## src/rtl/uart_pkg.sv

```systemverilog
// Shared types and constants for the UART receive bit timer.
// Optional stop-bit checking is enabled with the UART_RX_STOP_CHECK_EN macro.
package uart_pkg;

    typedef enum logic [2:0] {
        IDLE,
        START,
        DATA,
        DONE,
        BREAK
    } uart_state_e;

    localparam int FRAME_BITS = 11;

    function automatic int clks_per_bit(input int clk_hz, input int baud);
        return clk_hz / baud;
    endfunction

endpackage

```

## src/rtl/uart_rx_sync.sv

```systemverilog
// Multi-stage synchroniser for the raw rx pin plus falling-edge detect.
// Every flop resets to 1 so a reset never looks like a start edge on an idle line.
module uart_rx_sync #(
    parameter int SYNC_STAGES = 2
) (
    input  logic clk,
    input  logic reset,
    input  logic rx,
    output logic rx_s,
    output logic fall
);

    logic [SYNC_STAGES-1:0] sync_ff;
    logic                   rx_s_prev;

    always_ff @(posedge clk) begin
        if (reset) begin
            sync_ff   <= '1;
            rx_s_prev <= 1'b1;
        end else begin
            sync_ff   <= {sync_ff[SYNC_STAGES-2:0], rx};
            rx_s_prev <= sync_ff[SYNC_STAGES-1];
        end
    end

    assign rx_s = sync_ff[SYNC_STAGES-1];
    assign fall = rx_s_prev & ~rx_s;

endmodule

```

## src/rtl/uart_rx_bit_timer.sv

```systemverilog
// Baud timing and control for the UART receive shift register: start detect, bit-centre strobes, done.
// Define UART_RX_STOP_CHECK_EN to flag a low stop bit (frame_err) and wait out the break condition.
module uart_rx_bit_timer
    import uart_pkg::*;
#(
    parameter int CLK_HZ      = 50_000_000,
    parameter int BAUD        = 115200,
    parameter int FRAME_BITS  = uart_pkg::FRAME_BITS,
    parameter int SYNC_STAGES = 2
) (
    input  logic clk,
    input  logic reset,
    input  logic rx,
    output logic shift,
    output logic done,
    output logic busy,
    output logic false_start,
    output logic frame_err
);

    localparam int CPB    = clks_per_bit(CLK_HZ, BAUD);
    localparam int HALF   = CPB / 2;
    localparam int BAUD_W = $clog2(CPB);

    logic              rx_s;
    logic              fall;
    uart_state_e       state_q, state_n;
    logic [BAUD_W-1:0] baud_cnt_q, baud_cnt_n;
    logic [3:0]        bit_cnt_q, bit_cnt_n;
    logic              shift_n, done_n, false_start_n, frame_err_n;

    uart_rx_sync #(
        .SYNC_STAGES(SYNC_STAGES)
    ) u_sync (
        .clk   (clk),
        .reset (reset),
        .rx    (rx),
        .rx_s  (rx_s),
        .fall  (fall)
    );

    always_comb begin
        state_n       = state_q;
        baud_cnt_n    = baud_cnt_q;
        bit_cnt_n     = bit_cnt_q;
        shift_n       = 1'b0;
        done_n        = 1'b0;
        false_start_n = 1'b0;
        frame_err_n   = 1'b0;
        case (state_q)
            IDLE: begin
                if (fall) begin
                    state_n    = START;
                    baud_cnt_n = '0;
                    bit_cnt_n  = '0;
                end
            end
            // Half a bit after the edge the line must still be low, otherwise it was a glitch.
            START: begin
                if (baud_cnt_q == BAUD_W'(HALF - 1)) begin
                    baud_cnt_n = '0;
                    if (!rx_s) begin
                        shift_n   = 1'b1;
                        bit_cnt_n = 4'd1;
                        state_n   = DATA;
                    end else begin
                        false_start_n = 1'b1;
                        state_n       = IDLE;
                    end
                end else begin
                    baud_cnt_n = baud_cnt_q + BAUD_W'(1);
                end
            end
            DATA: begin
                if (baud_cnt_q == BAUD_W'(CPB - 1)) begin
                    shift_n    = 1'b1;
                    baud_cnt_n = '0;
                    bit_cnt_n  = bit_cnt_q + 4'd1;
                    if (bit_cnt_q + 4'd1 == 4'(FRAME_BITS)) begin
                        state_n = DONE;
                    end
                end else begin
                    baud_cnt_n = baud_cnt_q + BAUD_W'(1);
                end
            end
            DONE: begin
                done_n = 1'b1;
`ifdef UART_RX_STOP_CHECK_EN
                if (!rx_s) begin
                    frame_err_n = 1'b1;
                    state_n     = BREAK;
                end else begin
                    state_n = IDLE;
                end
`else
                state_n = IDLE;
`endif
            end
            // A held-low line must go high again before the next start edge can count.
            BREAK: begin
`ifdef UART_RX_STOP_CHECK_EN
                if (rx_s) begin
                    state_n = IDLE;
                end
`else
                state_n = IDLE;
`endif
            end
            default: state_n = IDLE;
        endcase
    end

    always_ff @(posedge clk) begin
        if (reset) begin
            state_q     <= IDLE;
            baud_cnt_q  <= '0;
            bit_cnt_q   <= '0;
            shift       <= 1'b0;
            done        <= 1'b0;
            false_start <= 1'b0;
            frame_err   <= 1'b0;
            busy        <= 1'b0;
        end else begin
            state_q     <= state_n;
            baud_cnt_q  <= baud_cnt_n;
            bit_cnt_q   <= bit_cnt_n;
            shift       <= shift_n;
            done        <= done_n;
            false_start <= false_start_n;
            frame_err   <= frame_err_n;
            busy        <= (state_q != IDLE);
        end
    end

endmodule

```

## config.mk

```make
export PLATFORM = sky130hd
export DESIGN_NAME = uart_rx_bit_timer
export DESIGN_NICKNAME = d
export VERILOG_FILES = /design/src/rtl/uart_pkg.sv /design/src/rtl/uart_rx_sync.sv /design/src/rtl/uart_rx_bit_timer.sv
export SDC_FILE = /design/constraint.sdc
export NUM_CORES = 1
export LEC_CHECK = 0
export ABC_AREA = 1
export CAP_MARGIN = 5
export CORE_ASPECT_RATIO = 0.6
export CORE_MARGIN = 2
export CORE_UTILIZATION = 50
export CTS_BUF_LIST = sky130_fd_sc_hd__clkbuf_8
export DETAILED_ROUTE_END_ITERATION = 8
export PLACE_DENSITY_LB_ADDON = 0.2
export SLEW_MARGIN = 10
export SYNTH_ARGS = -nofsm -noshare
export SYNTH_HDL_FRONTEND = slang
export SYNTH_SLANG_ARGS = --single-unit
export TNS_END_PERCENT = 30
```

## constraint.sdc

```tcl
create_clock -name clk -period 2.3 [get_ports clk]
set_clock_uncertainty 0.1 [all_clocks]
set_input_delay 0.46 -clock clk [delete_from_list [all_inputs] [get_ports clk]]
set_output_delay 0.46 -clock clk [all_outputs]
set_load 0.05 [all_outputs]
```

# Yosys cells after proc, flatten, opt, wreduce, memory -nomap -nowiden
# Cells that the tools add are included.
[word_totals]
ff_bits = 23
input_bits = 3
output_inout_bits = 5
elab_cells = 54
[op_classes]
n_addsub = 2
eq_ne = 11
n_mux = 21
bitwise = 4
reduce_logical = 7
[op_table]
columns = ["op", "count"]
rows = [
  ["2-to-1 mux 9 bit", 3],
  ["case mux 9 bit (3 select lines)", 1],
  ["2-to-1 mux 4 bit", 4],
  ["2-to-1 mux 3 bit", 4],
  ["case mux 4 bit (3 select lines)", 1],
  ["inequality test 2 bit (second input constant)", 5],
  ["adder 9 x 1 -> 9 bit (second input constant)", 1],
  ["equality test 9 x 8 -> 1 bit (second input constant)", 1],
  ["equality test 9 bit (second input constant)", 1],
  ["case mux 3 bit (3 select lines)", 1],
  ["equality test 3 x 2 -> 1 bit (second input constant)", 2],
  ["nonzero test 3 bit", 2],
  ["2-to-1 mux 1 bit", 5],
  ["AND reduction 5 bit", 1],
  ["adder 4 x 1 -> 4 bit (second input constant)", 1],
  ["equality test 4 bit (second input constant)", 1],
  ["AND reduction 4 bit", 1],
  ["equality test 3 x 1 -> 1 bit (second input constant)", 1],
  ["logical NOT 3 bit", 1],
  ["inverter 1 bit", 3],
  ["OR reduction 3 bit", 1],
  ["2-to-1 mux 2 bit", 1],
  ["case mux 1 bit (2 select lines)", 1],
  ["AND reduction 2 bit", 1],
  ["bitwise AND 1 bit", 1],
]

# Depth between registers and ports, before layout
[logic_depth]
ltp_word = 5
depth_mapped = 12
mapped_depth_nobuf = 12

# By module
# A second synthesis with hierarchy kept.
[unflattened]
cells_unflattened = 182
area_unflattened_um2 = 1271.2
[modules_own_cells]
columns = ["mod", "n_inst", "cells_per_inst", "area_per_inst_um2", "seq_area_each_um2"]
rows = [
  ["uart_rx_bit_timer", 1, 170, 1177.4, 380.4],
  ["uart_rx_sync", 1, 12, 93.8, 60.1],
]

# Least setup slack after synthesis
# OpenSTA, ideal clock, no wires.
[synth_path]
path_type = "reg-to-reg"
start = "reg state_q[0]"
end = "reg bit_cnt_q[0]"
setup_time_ns = 0.113
t_arrival_ns = 1.425
required_ns = 2.087
setup_slack_ns = 0.662
path_stages_with_launch = 10
path_buffers = 0
period_less_slack_ns = 1.638
path_cell_list = "dfxtp_1 inv_1 ha_1 or2_2 a21oi_1 inv_1 nand2_4 nand2_1 nand2_1 nor2_1"
[synth_via]
elab_chain_cells = 3
elab_cells_between_ends = 10
classes_between = "eq/ne: 6; mux: 1; reduce/logical: 3"
[synth_lines]
columns = ["element", "line", "source"]
rows = [
  ["start: declaration", "uart_rx_bit_timer.sv:27", "uart_state_e state_q, state_n;"],
  ["start signal: assignment", "uart_rx_bit_timer.sv:124", "state_q <= state_n;"],
  ["equality test 3 x 1 -> 1 bit, or another cell as far along", "uart_rx_bit_timer.sv:50", "case (state_q)"],
  ["inequality test 2 bit (no line) or nonzero test 3 bit (tied branches)", "-", ""],
  ["AND reduction 5 bit (no line)", "-", ""],
  ["end signal: assignment", "uart_rx_bit_timer.sv:126", "bit_cnt_q <= bit_cnt_n;"],
  ["end: declaration", "uart_rx_bit_timer.sv:29", "logic [3:0] bit_cnt_q, bit_cnt_n;"],
]
# Several ways; a longest one is shown, not always the timed one.
# A chain may end at the register's enable or synchronous reset.

# Worst setup path after layout
[layout_path]
start = "reg done"
end = "out done"
[layout_lines]
columns = ["element", "line", "source"]
rows = [
  ["start: declaration", "uart_rx_bit_timer.sv:15", "output logic done,"],
  ["start signal: assignment", "uart_rx_bit_timer.sv:128", "done <= done_n;"],
]
# No word-level cell between the ends.

==> run metrics <==
status=finished, final reports clean; CTS tree=built; Setup Buffers After CTS=0; Static Leak=0.000627 uW; post-synthesis net count=193; via density per instance=4.91; hold-fix buffers at CTS=0; Reg-to-Reg End=baud_cnt_q[6]; final hold viol count=0; total power=978 uW; setup repair after global routing missed its margin=false; reg-to-reg startpoint=state_q[0]; layout cells sized above 1=12.2%; die area=0.00300 mm^2; Detailed Route WL=2.56 mm; fin worst setup slack=0.357 ns; H-Tree Depth=1; I/O pin total=8; DR WL/cell=11.7 um; kind of critical path=flip-flop to output port; # Max-Cap Violations=0; R2R cell count=8; WP depth=1; initial antenna violation count=0; Peak VDD IR=0.372 mV; vias in the first global route=969; CTS buffer count=3; Crit path max-delay family=buffers and inverters; setup_tns=0 ns; post-synthesis cell count=180; Worst-path clk slew=0.08 ns; first-pass GRT wire length=4.55 mm; area of the multi-input gates=728 um^2; crit share post-route=84.5%; crit-path max FO=1; DR vias=1080; GRT Overall Usage=19.9%; Max-Slew Margin vs Limit=65.3%; DRC violations left=0; Yosys Warn Count=0; CP max stage cell=clkdlybuf4s50_1; count of different cell masters after synthesis=24; Crit. Startpoint=done; EDFF count, synth=0; reg-to-reg setup timing slack=0.43 ns; Register Area=440 um^2; 1st-iter DRT viols=90; max incr delay on CP=0.81 ns; GR Overflow Total=0; prevailing post-synth register cell=dfxtp_1; clk_lat worst skew=0.26 ns; clk root buf=clkbuf_8; final setup fails=0; number of synthesized register bits=22; Worst Setup End Kind=output port; WP buf/inv=1; WP data required=1.74 ns; ys async rst share=0%; RD Place Congestion=0.937; largest net degree at the start of global routing=13; HP Class=flip-flop to flip-flop; Slew @ Worst Pin=0.518 ns; fillers=230; CP endpoint=done; Mapped Avg Cell Area=7.12 um^2; HPWL Detailed=2.08 mm; Final ANT Viol Nets=0; min-delay src=u_sync.sync_ff[0]; Mapped Area=0.00128 mm^2; Post-CTS Resized=0; nets@finish=202; Pins Over Slew Limit=0; Power per Cell Area=688 mW/mm^2; Syn-to-layout area delta=10.9%; CP startpoint kind=flip-flop; Initial Util=51.9%; Clock Tree Buf Depth=2; Die Ht=43.2 um; Seq/Total Area, Yosys=34.4%; # rows=14; Tmin final=1.94 ns; pre-CTS WS=0.426 ns; total core area=0.00247 mm^2; crit path DAT=1.38 ns; Pre-antenna DRT Iters=4; # port buffers=6; width of the die=69.4 um; CTS sink cnt=22; worst path cell trace=clkdlybuf4s50_1; Ant. Diodes=0; fmax=515 MHz
==> registers in the layout (all words and copies together), names as in the netlist <==
| name | flops |
|---|---|
| done | 1 |
| state_q | 2 |
| u_sync.rx_s_prev | 1 |
| false_start | 1 |
| shift | 1 |
| bit_cnt_q | 4 |
| u_sync.sync_ff | 2 |
| baud_cnt_q | 9 |
| busy | 1 |
==> per-layer routing <==
metal	global-route usage (%)	routed length (um)	part of all wire, %
met5	0	0	0
met4	7.06	31	1.2
met3	6.41	122	4.8
met2	27.7	998	39
met1	28.5	1410	55
==> power breakdown <==
| group | switching [uW] | internal (uW) |
|---|---|---|
| registers | 28.5 | 408 |
| clock network | 126 | 153 |
| logic | 173 | 89.3 |
==> per-stage QoR <==
stage	instance area [um^2]	std cells	hold slack, ns	util, %
3_3_place_gp	1370	216	0.301	55.3
4_1_cts	1420	220	0.318	57.5
5_1_grt	1420	220	0.344	57.5
2_1_floorplan	1280	180	0.289	-
6_report	1420	220	0.316	57.5
3_5_place_dp	1370	216	0.299	55.3
==> final cells by class <==
| class | count | area share (%) |
|---|---|---|
| multi-input combinational | 130 | 51.2 |
| clock buffer | 4 | 3.87 |
| tap | 32 | 2.82 |
| inverter | 26 | 6.87 |
| sequential | 22 | 31.0 |
| timing repair buffer | 6 | 4.23 |
==> cell usage after synthesis, drive strengths merged, types with 2 or more instances <==
cell type | n | area share, %
nand2 | 50 | 18
nor2 | 30 | 11
inv | 26 | 7.6
dfxtp | 22 | 34
ha | 10 | 9.8
a21oi | 9 | 3.5
nand3 | 8 | 3.1
nand4 | 5 | 2.4
o21ai | 5 | 2.2
or2 | 4 | 2.0
xor2 | 4 | 2.7
buf | 2 | 1.2
==> cell usage in the layout (no fill, tap or decap), types with 4 or more instances in the layout <==
cell type / instances
ha_1: 10
nand4_1: 5
inv_1: 23
xor2_1: 4
o21ai_0: 4
clkbuf_8: 4
dfxtp_1: 22
or2_2: 4
nand2_1: 43
nand3_1: 8
a21oi_1: 9
nor2_1: 26
clkdlybuf4s50_1: 6
nand2_4: 4
==> cells by family (layout without fill, tap and decap cells) <==
kind of cell               Yosys count  in the layout  synth area share (%)
AOI/OAI and AO/OA                   17             17                  7.42
and+or+nand+nor                     98             98                  36.6
xor gates and xnor gates             4              4                  2.73
DFF                                 22             22                  34.4
other                                1              1                 0.293
adders and majority gates           10             10                  9.77
buffers and inverters               28             36                  8.79
==> worst min-delay path by stage <==
stage,cells after the start,endpoint,slack [ns]
final,1,u_sync.sync_ff[1],0.32
after global routing,1,u_sync.sync_ff[1],0.34
after CTS,1,u_sync.sync_ff[1],0.32
after detailed placement,1,u_sync.sync_ff[1],0.30
after global placement,1,u_sync.sync_ff[1],0.30
after floorplan,1,u_sync.sync_ff[1],0.29
No activity file was read; power rests on OpenSTA's default activity.
==> variant 1, RTL diff (same flow settings) <==
Set the parameter `CLK_HZ` to 25_000_000 (it was 50_000_000).
--- a/src/rtl/uart_rx_bit_timer.sv
+++ b/src/rtl/uart_rx_bit_timer.sv
@@ -3,7 +3,7 @@
 module uart_rx_bit_timer
     import uart_pkg::*;
 #(
-    parameter int CLK_HZ      = 50_000_000,
+    parameter int CLK_HZ      = 25_000_000,
     parameter int BAUD        = 115200,
     parameter int FRAME_BITS  = uart_pkg::FRAME_BITS,
     parameter int SYNC_STAGES = 2
Behaviour: same outputs for any inputs over 10 cycles, from zero or initial values and one cycle with reset high; that may be too few to reach the edited logic, so the function may still have changed.
==> variant 1 against the unedited design <==
  * Largest cell class unchanged
  * Worst hold slack better by 0.0035 ns
  * Critical path type unchanged
  * Area after synthesis is 8.4% lower
  * Design area is 7.4% lower
  * Worst setup slack better by 0.020 ns
  * Wire length is 9.0% lower
  * Sequential cell count is 1 lower
  * Total power is 6.4% lower
==> variant 1: results (changes against the unedited design) <==
Global route
  – First-pass GRT wire length: 4.181 mm (-8.0%)
  – GRT Total Usage: 0.1985 (-0.0002441)
  – Initial antenna violation count: 0 (unchanged)
  – Pin count of the biggest net entering global routing: 12 (-1)
  – Vias in the first global route: 928 (-4.2%)
  – Grt ovf: 0 (unchanged)

Outcome
  – Status: finished clean

Drt
  – Metal3 WL: 195 um (+60%)
  – WL met1: 1.241 mm (-12%)
  – First DRT Iteration DRCs: 81 (-10%)
  – Met2 wire length: 873 um (-13%)
  – Vias: 994 (-8.0%)
  – Mean routed wirelength per cell: 11.44 um (-1.8%)

Placed design
  – Hpwl dp: 1.836 mm (-12%)
  – Gpl congestion: 0.9329 (-0.41%)
  – Number of port buffers: 6 (unchanged)

Clock network
  – H-tree depth: 1 (unchanged)
  – Number of CTS-inserted buffers: 3 (unchanged)
  – Post-CTS Resized: 0 (unchanged)
  – Postcts setup bufs: 0 (unchanged)
  – Worst-Skew Late Latency: 0.26 ns (about the same)

Synthesis
  – Post-synth top cells: nand2_1 (35), inv_1 (25), nor2_1 (24)
  – Post-synth top area share: 0.3582 (+0.01446)
  – Cell variety after synth: 25 (+4.2%)
  – Register area share after synthesis: 0.3582 (+0.01446)
  – Area contributors post-synth: dfxtp_1 (36%), nand2_1 (11%), ha_1 (9.6%), inv_1 (8.0%), nor2_1 (7.7%)
  – Syn nets: 176 (-8.8%)
  – Async set or reset register ratio after synthesis: 0 (unchanged)

Finish
  – Ant diodes: 0 (unchanged)
  – Fraction of layout cells with a size suffix above 1: 0.1264 (+0.004096)
  – Post-layout nets: 187 (-7.4%)
  – Biggest regs: baud_cnt_q x8, bit_cnt_q x4
  – Fillers: 201 (-13%)

Power
  – Leak Pwr: 0.5629 nW (-10%)
  – Maximum vdd ir drop: 0.4269 mV (+15%)

STA
  – Slew @ Worst Pin: 0.4962 ns (-0.02206 ns)

Setup path
  – CP arrival: 1.36 ns (-0.02 ns)
  – CP max FO: 1 (unchanged)
  – Worst path max stage delay: 0.79 ns (-0.02 ns)

Worst hold path
  – Min-delay worst type: reg2reg
## variant 1: final timing paths
path / from / slack [ns] / to / cells past startpoint
worst max-delay path: done / 0.38 / done / 1
worst min-delay path: u_sync.sync_ff[0] / 0.32 / u_sync.sync_ff[1] / 1
worst max register to register: state_q[1] / 0.44 / bit_cnt_q[1] / 9
worst min register to register: u_sync.sync_ff[0] / 0.32 / u_sync.sync_ff[1] / 1
## variant 1: cell families (layout without fill, tap and decap cells)
group           Yosys count  after routing  share of synthesized area
compound gates           14             14                    0.06717
xor+xnor                  4              4                    0.02986
fa+ha+maj                 9              9                    0.09595
buf+inv                  27             37                    0.08955
flops                    21             21                     0.3582
other cells               1              1                   0.003195
simple gates             88             88                     0.3561
## variant 1: final cells by class
type | instances | area (um2) | area share
multi-input cells | 116 | 648.1 | 0.4924
flip-flops and latches | 21 | 420.4 | 0.3194
inverters | 26 | 97.59 | 0.07414
repair buffers | 7 | 67.56 | 0.05133
clock buffers | 3 | 41.29 | 0.03137
well taps | 30 | 37.54 | 0.02852
clock inverters | 1 | 3.754 | 0.002852
## variant 1: stage by stage
stage / instance area, um2 / cells / setup WS [ns] / util / hold slack [ns]
floorplan: 1174 / 164 / 0.5856 / - / 0.2895
global placement: 1271 / 200 / 0.5343 / 0.5789 / 0.2956
detailed placement: 1271 / 200 / 0.4532 / 0.5789 / 0.3025
CTS: 1316 / 204 / 0.3678 / 0.5994 / 0.3224
global route: 1316 / 204 / 0.2769 / 0.5994 / 0.3289
finish: 1316 / 204 / 0.3770 / 0.5994 / 0.3192
## variant 1: metal layers
layer	up-vias	GRT usage
li1	522	-
met1	431	0.2893
met2	37	0.2800
met3	4	0.06775
met4	0	0.04898
met5	-	0
## variant 1: worst reg2reg max path: cells and delay by family, from the launching register on
| family | cells | cell delay (ns) |
|---|---|---|
| fa+ha+maj | 1 | 0.24 |
| buf+inv | 2 | 0.24 |
| flops | 1 | 0.41 |
| simple gates | 5 | 0.57 |
| compound gates | 1 | 0.20 |
## variant 1: report_power, final
part	switching (mW)	internal, mW	total (mW)	leakage (nW)
combinational	0.171	0.0891	0.260	0.365
clock	0.113	0.119	0.232	0.0269
sequential	0.0318	0.392	0.424	0.171
total	0.316	0.600	0.916	0.563
==> variant 2, RTL diff (config.mk and constraints unchanged) <==
Without the edit above. Make the reset (`reset`) asynchronous in 2 clocked blocks.
--- a/src/rtl/uart_rx_sync.sv
+++ b/src/rtl/uart_rx_sync.sv
@@ -13,7 +13,7 @@
     logic [SYNC_STAGES-1:0] sync_ff;
     logic                   rx_s_prev;
 
-    always_ff @(posedge clk) begin
+    always_ff @(posedge clk or posedge reset) begin
         if (reset) begin
             sync_ff   <= '1;
             rx_s_prev <= 1'b1;
--- a/src/rtl/uart_rx_bit_timer.sv
+++ b/src/rtl/uart_rx_bit_timer.sv
@@ -110,7 +110,7 @@
         endcase
     end
 
-    always_ff @(posedge clk) begin
+    always_ff @(posedge clk or posedge reset) begin
         if (reset) begin
             state_q     <= IDLE;
             baud_cnt_q  <= '0;
Check against the original RTL: differs if reset is asserted again (counterexample within 10 cycles, from zero or initial values and one cycle with reset high); with reset held inactive, the same outputs for 10 cycles.
==> variant 2 against the unedited design <==
  * Sequential cell count unchanged
  * Wire length decreased by 12%
  * Global-route usage decreased by 2.4 points
  * Worst setup slack got worse by 0.0043 ns
  * Design area increased by 0.53%
  * Area after synthesis increased by 0.20%
  * Synthesized cell count decreased by 11%
  * Register-to-register slack improved by 0.21 ns
Power is not compared: it rests on default switching activity, and its combinational part moved more than twofold at a synthesized area within 25%.
==> variant 2: results (changes against the unedited design) <==
Placed design
  – Gpl congestion: 0.8988 (-4.0%)
  – Hpwl dp: 1.796 mm (-14%)
  – Number of port buffers: 6 (unchanged)

Worst hold path
  – Hold-critical path depth: 0 (-1)
  – Critical hold path startpoint: u_sync.sync_ff[0]
  – Min-delay worst type: reg2reg
  – Hold EP: u_sync.sync_ff[1]

Finish
  – Inverters excl. clock: 26 (unchanged)
  – Signal buffers: 7 (+1)
  – Fillers: 229 (-0.43%)
  – Fraction of area in non-clock buffers: 0.04729 (+0.005032)
  – Clock-cell share: 0.03152 (-0.007209)
  – Post-layout nets: 183 (-9.4%)
  – Multi-In Gates: 111 (-15%)
  – Seq cells: 22 (unchanged)
  – Fraction of layout cells with a size suffix above 1: 0.1588 (+0.03648)
  – Multi-input combinational area share: 0.4370 (-0.07537)
  – Reg area: 554.3 um2 (+26%)

Setup path
  – Crit-path leading delay family: buffers and inverters
  – Worst r2r dst: bit_cnt_q[0]
  – CP max FO: 1 (unchanged)
  – Crit path from: busy
  – Setup crit end: busy
  – Worst path max stage delay: 0.79 ns (-0.02 ns)
  – R2R Setup Slk: 0.64 ns (+0.21 ns)
  – Crit Reg-Reg Startpoint: state_q[1]

Drt
  – First DRT Iteration DRCs: 63 (-30%)
  – Vias: 994 (-8.0%)
  – Mean routed wirelength per cell: 11.21 um (-3.8%)
  – DR pass1 iterations: 4 (unchanged)

Synthesis
  – Post-synth top area share: 0.3704 (+0.02662)
  – Area contributors post-synth: dfrtp_1 (37%), nand2_1 (13%), ha_1 (8.8%), inv_1 (6.4%), dfstp_2 (6.1%)
  – Syn nets: 172 (-11%)
  – Async set or reset register ratio after synthesis: 1.000 (+1.000)
  – Post-synth top cells: nand2_1 (43), inv_1 (22), dfrtp_1 (19)
  – Synth warn: 0 (unchanged)
  – Cell variety after synth: 28 (+17%)
  – Register area share after synthesis: 0.4318 (+0.08802)

Outcome
  – Status: finished clean

Power
  – Leak Pwr: 0.6868 nW
  – Maximum vdd ir drop: 0.4536 mV
  – P_seq: 0.478 mW

Global route
  – Vias in the first global route: 920 (-5.1%)
  – Global-route track usage on met1: 0.2462 (-0.03905)
  – Met3 GRT Util: 0.05701 (-0.007126)
  – Initial antenna violation count: 0 (unchanged)
  – GRT Total Usage: 0.1748 (-0.02392)
  – M2 GR Usage: 0.2596 (-0.01731)
  – Pin count of the biggest net entering global routing: 23 (+10)
  – First-pass GRT wire length: 4.022 mm (-12%)

STA
  – Fin crit period: 1.947 ns (+0.004301 ns)
  – TNS Setup: 0 ns (unchanged)

Run
  – Maxcap violations: 0 (unchanged)

Clock network
  – Postcts setup bufs: 0 (unchanged)
  – Clock-pin slew on the worst setup and hold paths: 0.08 ns (about the same)
  – CTS root buffer: clkbuf_8
  – Number of CTS-inserted buffers: 3 (unchanged)
  – H-tree depth: 1 (unchanged)
variant 2: cells by family after synthesis:
| logic type | synth area share |
|---|---|
| AO/OA/AOI/OAI | 0.05750 |
| XOR/XNOR | 0.02730 |
| adder cells (fa/ha/maj) | 0.08772 |
| buffers and inverters | 0.08187 |
| flip-flops | 0.4318 |
| other | 0.002921 |
| AND/OR/NAND/NOR | 0.3109 |
variant 2: through the flow:
step	hold WS, ns	cells	power (mW)	cell area (um2)
finish	0.2569	202	1.287	1429
global route	0.2661	202	1.396	1429
CTS	0.2583	202	1.299	1429
detailed placement	0.2472	198	1.057	1384
global placement	0.2453	198	1.044	1384
floorplan	0.2452	160	0.9259	1284
variant 2: metal layers:
layer  routed length, um  vias up  share of wire
li1                    -      519              -
met3                 101        4          0.045
met1                1242      450           0.55
met4                  26        0          0.011
met2                 894       21           0.39
met5                   0        -              0
